--- config.mk ---
export PLATFORM = sky130hd
export DESIGN_NAME = regfile_mp_sb
export DESIGN_NICKNAME = d
export VERILOG_FILES = /design/src/rtl/regfile_mp_sb.sv
export SDC_FILE = /design/constraint.sdc
export NUM_CORES = 2
export LEC_CHECK = 0
export ABC_CLOCK_PERIOD_IN_PS = 55700
export CAP_MARGIN = 10
export CORE_AREA = 2 2 499 501
export CTS_CLUSTER_SIZE = 8
export DETAILED_ROUTE_END_ITERATION = 12
export DIE_AREA = 0 0 501 503
export MAX_ROUTING_LAYER = met4
export PLACE_DENSITY = 0.39
export SYNTH_ARGS = -nofsm -noshare
export SYNTH_HDL_FRONTEND = slang
export SYNTH_SLANG_ARGS = --single-unit
--- constraint.sdc ---
create_clock -name clk -period 55.7 [get_ports clk]
set_clock_uncertainty 0.15 [all_clocks]
set_input_delay 5.57 -clock clk [delete_from_list [all_inputs] [get_ports clk]]
set_output_delay 5.57 -clock clk [all_outputs]
set_load 0.01 [all_outputs]
--- src/rtl/regfile_mp_sb.sv ---
// Multi-read-port register file with same-cycle write bypass and a per-register
// pending-write scoreboard used by decode to stall on RAW hazards.
module regfile_mp_sb #(
   parameter int XLEN  = 32,
   parameter int NREGS = 32,
   parameter int NRP   = 2,
   parameter int AW    = $clog2(NREGS)
) (
   input  logic                clk,
   input  logic                rst,
   input  logic                we,
   input  logic [AW-1:0]       wa,
   input  logic [XLEN-1:0]     wd,
   input  logic [NRP*AW-1:0]   ra,
   output logic [NRP*XLEN-1:0] rdata,
   output logic [NRP-1:0]      rbusy,
   input  logic                iss_valid,
   input  logic [AW-1:0]       iss_rd,
   output logic [NREGS-1:0]    busy_vec
);

   logic [XLEN-1:0]  regs_q [NREGS];
   logic [XLEN-1:0]  regs_d [NREGS];
   logic [NREGS-1:0] busy_q;
   logic [NREGS-1:0] busy_d;

   always_comb begin
      regs_d = regs_q;
      busy_d = busy_q;
      if (we && (wa != '0)) begin
         regs_d[wa] = wd;
      end
      for (int i = 1; i < NREGS; i++) begin
         if (we && (wa == AW'(i))) begin
            busy_d[i] = 1'b0;
         end
         // Applied after the clear so a newer producer keeps the register pending.
         if (iss_valid && (iss_rd == AW'(i))) begin
            busy_d[i] = 1'b1;
         end
      end
      busy_d[0] = 1'b0;
   end

   always_ff @(posedge clk or posedge rst) begin
      if (rst) begin
         regs_q <= '{default: '0};
         busy_q <= '0;
      end else begin
         regs_q <= regs_d;
         busy_q <= busy_d;
      end
   end

   assign busy_vec = busy_q;

   generate
      for (genvar gi = 0; gi < NRP; gi++) begin : g_rport
         logic [AW-1:0]   ra_k;
         logic [XLEN-1:0] rdata_k;
         logic            rbusy_k;

         assign ra_k = ra[gi*AW +: AW];

         always_comb begin
            rdata_k = regs_q[ra_k];
            rbusy_k = busy_q[ra_k];
            if (ra_k == '0) begin
               rdata_k = '0;
               rbusy_k = 1'b0;
            end else if (we && (wa == ra_k)) begin
               // A result landing this cycle resolves the hazard immediately.
               rdata_k = wd;
               rbusy_k = 1'b0;
            end
         end

         assign rdata[gi*XLEN +: XLEN] = rdata_k;
         assign rbusy[gi]              = rbusy_k;
      end
   endgenerate

endmodule

After elaboration in Yosys (flattened, before gate mapping). Index checks and enable logic that the tools add are counted.

Bits of input ports: 56. Logic and storage cells: 319. Register bits: 1055.

Bitwise logic cells: 3. Muxes and demuxes: 83. Order comparisons: 6. Reductions and logical operators: 100. Eq/ne operators: 64.

Operator list (number): $bwmux 1024 (1); $bmux 32 s5 (2); $mux 32 (9); $demux 32 s5 (1); $eq 5x5->1 const B (32); $eq 5x4->1 const B (16); $mux 1 (68); $logic_and 1x1->1 (66); $reduce_bool 2->1 (31); $eq 5x3->1 const B (8); $eq 5x2->1 const B (4); $ge 6x6->1 const B (3); $not 5->6 (3); $lt 5x6->1 const B (2); $bmux 1 s5 (2); $eq 5x1->1 const B (2); $eq 5x5->1 (2); $logic_not 5->1 (2); $lt 6x1->1 const B (1); $reduce_bool 5->1 (1).

Depth between registers and ports, before layout.
Word-level depth: 6. Depth in mapped cells: 10.

Worst setup path after synthesis. Ideal clock, no wire load.

Path kind: input port to output port. From: input ra[0]. To: output rbusy[0]. Arrival: 7.246 ns. Path slack: 42.734 ns. Cell stages on the path: 8. Cell sequence: buf_6 > buf_8 > buf_6 > mux4_2 > mux4_2 > mux2i_1 > nor2_1 > buf_4.

Longest elaborated chain between the ends: 4. Elaborated cells on any way between the ends: 7. Classes of those cells: eq/ne: 1; mux: 4; reduce/logical: 2.

Ends and longest elaborated chain: start, declared (RTL line 14) `input logic [NRP*AW-1:0] ra,`; $bmux 1 s5 or $eq 5x5->1 (tied branches) (RTL line 67, 71); $mux 1 (implied by the code) or $logic_and 1x1->1 (tied branches) (RTL line 67, 71); $mux 1 (RTL line 71) `end else if (we && (wa == ra_k)) begin`; $mux 1 (*) (RTL line 68) `if (ra_k == '0) begin`; end, declared (RTL line 16) `output logic [NRP-1:0] rbusy,`.

Mark *: on every way between the ends. The rest lies on a longest branch, timed or not. The select of a mux whose other input is x is not followed.

Worst setup path after layout.
From: input ra[0]. To: output rdata[13].

Longest elaborated chain between the ends: 6. Elaborated cells on any way between the ends: 9. Classes of those cells: eq/ne: 1; mux: 5; bitwise: 1; reduce/logical: 2.

Ends and longest elaborated chain: $not 5->6 (implied by the code) (RTL line 66) `rdata_k = regs_q[ra_k];`; $bmux 32 s5 (RTL line 66); $mux 32 (implied by the code) (2 in series) (RTL line 66); $mux 32 (RTL line 71); $mux 32 (*) (RTL line 68); end, declared (RTL line 15) `output logic [NRP*XLEN-1:0] rdata,`.

Marked as above.

==> flow_metrics.env <==
export IMPL_yosysSeqAreaShare_pct=46.7
export IMPL_htree_levels=4
export IMPL_rows=183
export IMPL_fmaxAchievable_ghz=0.0625
export IMPL_reg2regPathDepth=2
export IMPL_crit_buf_inv=5
export IMPL_syn_to_final_growth_pct=16.2
export IMPL_drv_cap=0
export IMPL_post_cts_repair_setup_buffers=0
export IMPL_finalHoldViolCount=0
export IMPL_clock_latency_ps=770
export IMPL_layout_drive_gt1_share_pct=50.2
export IMPL_cp_slowest_cell="buf_4"
export IMPL_grt_use_total_pct=18.6
export IMPL_tightest_slew_ps=1230
export IMPL_hold_class="reg2reg"
export IMPL_syn_nets=3757
export IMPL_grt_max_degree=161
export IMPL_period_share_pct=28.7
export IMPL_grt_antenna_before_repair=13
export IMPL_ys_flop_type="dfrtp_1"
export IMPL_status="finished, final reports clean"
export IMPL_fin_crit_ps=15990
export IMPL_cts_buffers=152
export IMPL_critPathCaptureType="primary output"
export IMPL_dp_hpwl_um=135000
export IMPL_crit_type="in2out"
export IMPL_die_area_mm2=0.252
export IMPL_place_inst=6799
export IMPL_gp_congestion=0.743
export IMPL_synth_adder_area_share_pct=0
export IMPL_holdWs_ps=242
export IMPL_dieWidth_um=501
export IMPL_arrival_ps=10270
export IMPL_clockBufferDepth=3
export IMPL_avgViaCountPerCell=5.12
export IMPL_routed_wl_um=228000
export IMPL_slew_headroom_pct=18.1
export IMPL_hold_buffers=0
export IMPL_grt_overflow_total=0
export IMPL_clock_sinks=1055
export IMPL_synth_cell_types=57
export IMPL_cts_tree="built"
export IMPL_route_detailed_drc=0
export IMPL_clock_root_buffer="clkbuf_16"
export IMPL_first_pass_iters=5
export IMPL_finalSetupViolCount=0
export IMPL_crit_family="buffers and inverters"
export IMPL_dieHeight_um=503
export IMPL_synth_xor_area_share_pct=0.155
export IMPL_rsz0062_at_grt="false"
export IMPL_slowest_delay_ps=670
export IMPL_first_global_vias=37700
export IMPL_crit_required_ps=49980
export IMPL_start_kind="input port"
export IMPL_cp_cell_sequence="buf_8 -> buf_4 -> buf_12 -> buf_4 -> mux4_2 -> nor2b_1 -> a211oi_1 -> a211oi_1 -> a211o_1 -> clkdlybuf4s50_1"
export IMPL_fin_cells=6988
export IMPL_grt_pass1_wl_um=320000
export IMPL_ctsResizeCount=0
export IMPL_fin_tns_setup_ps=0
export IMPL_power_density_mw_per_mm2=36.5
export IMPL_syn_area_mm2=0.0565
export IMPL_synth_compound_area_share_pct=4.08
export IMPL_n_fill_cell=25000
export IMPL_vias=35800
export IMPL_postSynthCellCount=3701
export IMPL_synth_enable_flop_cells=0
export IMPL_drt_iter0_markers=2505
export IMPL_synthArstFlopShare_pct=100
export IMPL_drv_slew=0
export IMPL_drtAntennaViolNets=0
export IMPL_final_util_pct=26.6
export IMPL_whs_path_depth=0
export IMPL_synth_top_family_by_area="multiplexers"
export IMPL_synth_area_mux_share_pct=43.9
export IMPL_wl_per_cell_um=32.7
export IMPL_yosysWarnings=0
export IMPL_path_max_fanout=76
export IMPL_synth_seq_cells=1055
export IMPL_seq_area_mm2=0.0264
export IMPL_ios=154
export IMPL_multi_input_area_mm2=0.0284
export IMPL_leakagePower_nw=27.2
export IMPL_port_buffers=152
export IMPL_initial_utilization_pct=22.9
export IMPL_final_nets=3775
export IMPL_postSynthAreaPerCell_um2=15.3
export IMPL_crit_cells=10
export IMPL_clk_pin_slew_worst_paths_ps=40
export IMPL_ir_drop_v=0.0000324
export IMPL_core_area_mm2=0.247
export IMPL_synth_simple_area_share_pct=1.43
-- flip-flops by register name, summed over array words and instances (netlist names) --
| register | cells |
|---|---|
| busy_vec | 31 |
| regs_q | 1024 |
-- synthesized netlist by cell type, types with 3 or more instances --
master       n  area (um^2)
buf_6       20          225
mux2_2     992        11200
nor2_1      33          124
buf_4       21          158
clkbuf_1   212          796
a22oi_1     20          150
nand3b_1     3         22.5
dfrtp_1   1055        26400
a211o_1      3         26.3
a221oi_1     7         61.3
nor3b_1      4         30.0
and2_1       4         25.0
nand4b_1     5         43.8
xnor2_1     10         87.6
nand2_1     49          184
buf_1       39          146
a22o_1      42          368
o311ai_0     3         26.3
a32oi_1      4         35.0
or2_2        4         25.0
inv_1        4         15.0
a21oi_1     39          195
buf_8        4         60.1
o211ai_1    14          105
nor3_1      10         50.1
a211oi_1    40          300
mux2i_1    189         1890
mux4_2     523        11800
nand2b_1    14         87.6
nand4_1      4         25.0
o31ai_1      3         22.5
nand3_1      7         35.0
a32o_1       4         40.0
nor4_1       3         18.8
o22a_1       6         52.6
o22ai_1     84          526
buf_2      127          636
a31oi_1      4         25.0
o21ai_0     58          290
nor2b_1     12         75.1
-- per-stage QoR --
step,cell area (um^2),setup WS [ps],total power [mW]
global placement,61500,39220,1.55
CTS,65600,39480,2.43
finish,65700,39710,2.40
floorplan,56500,20280,1.37
global route,65700,39360,2.52
detailed placement,61500,39510,1.56
-- cell families (layout without fill, tap and decap cells) --
logic type,Yosys count,after routing
compound gates,341,341
mux,1704,1704
other cells,1,5
simple gates,160,160
xor+xnor,10,10
buf+inv,430,476
flops,1055,1055
-- where the power goes --
group          internal (mW)  total (mW)  switching (mW)  leakage, nW
Clock                  0.506       0.861           0.355         2.03
Combinational          0.298       0.508           0.210         11.7
Sequential             0.915        1.03           0.117         13.5
Total                   1.72        2.40           0.682         27.2
-- metal layers --
layer / GRT usage (%) / routed length, um / up-vias / share of wire (%)
met2: 28.5 / 106000 / 942 / 47
met4: 4.38 / 5190 / 0 / 2.3
met5: - / 0 / - / 0
met3: 3.00 / 10200 / 266 / 4.5
li1: - / - / 14400 / -
met1: 25.7 / 107000 / 20100 / 47
-- final cells by class --
class,instances,share of cell area [%]
flip-flops and latches,1055,40.2
inverters,5,0.0438
well taps,3237,6.16
multi-input cells,2216,43.2
diodes,4,0.0152
repair buffers,289,4.12
clock inverters,10,0.200
clock buffers,172,6.11
-- placed cells by master, fill, tap and decap left out, drive strengths merged, types with 5 or more instances in the layout --
master / synthesis / routed
buf: 213 / 144
and2: 5 / 5
mux4: 523 / 523
mux2i: 189 / 189
nand2: 49 / 49
a211oi: 42 / 42
nor3b: 5 / 5
or2: 5 / 5
nor3: 10 / 10
clkbuf: 212 / 173
inv: 4 / 10
nor2b: 12 / 12
a21oi: 39 / 39
o21ai: 60 / 60
dfrtp: 1055 / 1055
a221oi: 7 / 7
xnor2: 10 / 10
mux2: 992 / 992
a22o: 42 / 42
o211ai: 14 / 14
nand2b: 14 / 14
clkdlybuf4s50: 0 / 144
nand3: 7 / 7
nor2: 33 / 33
o22a: 6 / 6
nand4b: 5 / 5
a22oi: 20 / 20
o22ai: 84 / 84
-- final timing paths --
check | startpoint | to | slack [ps]
max in group asynchronous | rst | regs_q[500] | 45570
setup / recovery | ra[0] | rdata[13] | 39710
min in group asynchronous | rst | regs_q[355] | 5160
hold reg to reg | regs_q[1012] | regs_q[1012] | 240
hold / removal | regs_q[1012] | regs_q[1012] | 240
setup reg to reg | busy_vec[13] | busy_vec[13] | 54650
Power figures use the tool's default switching activity.
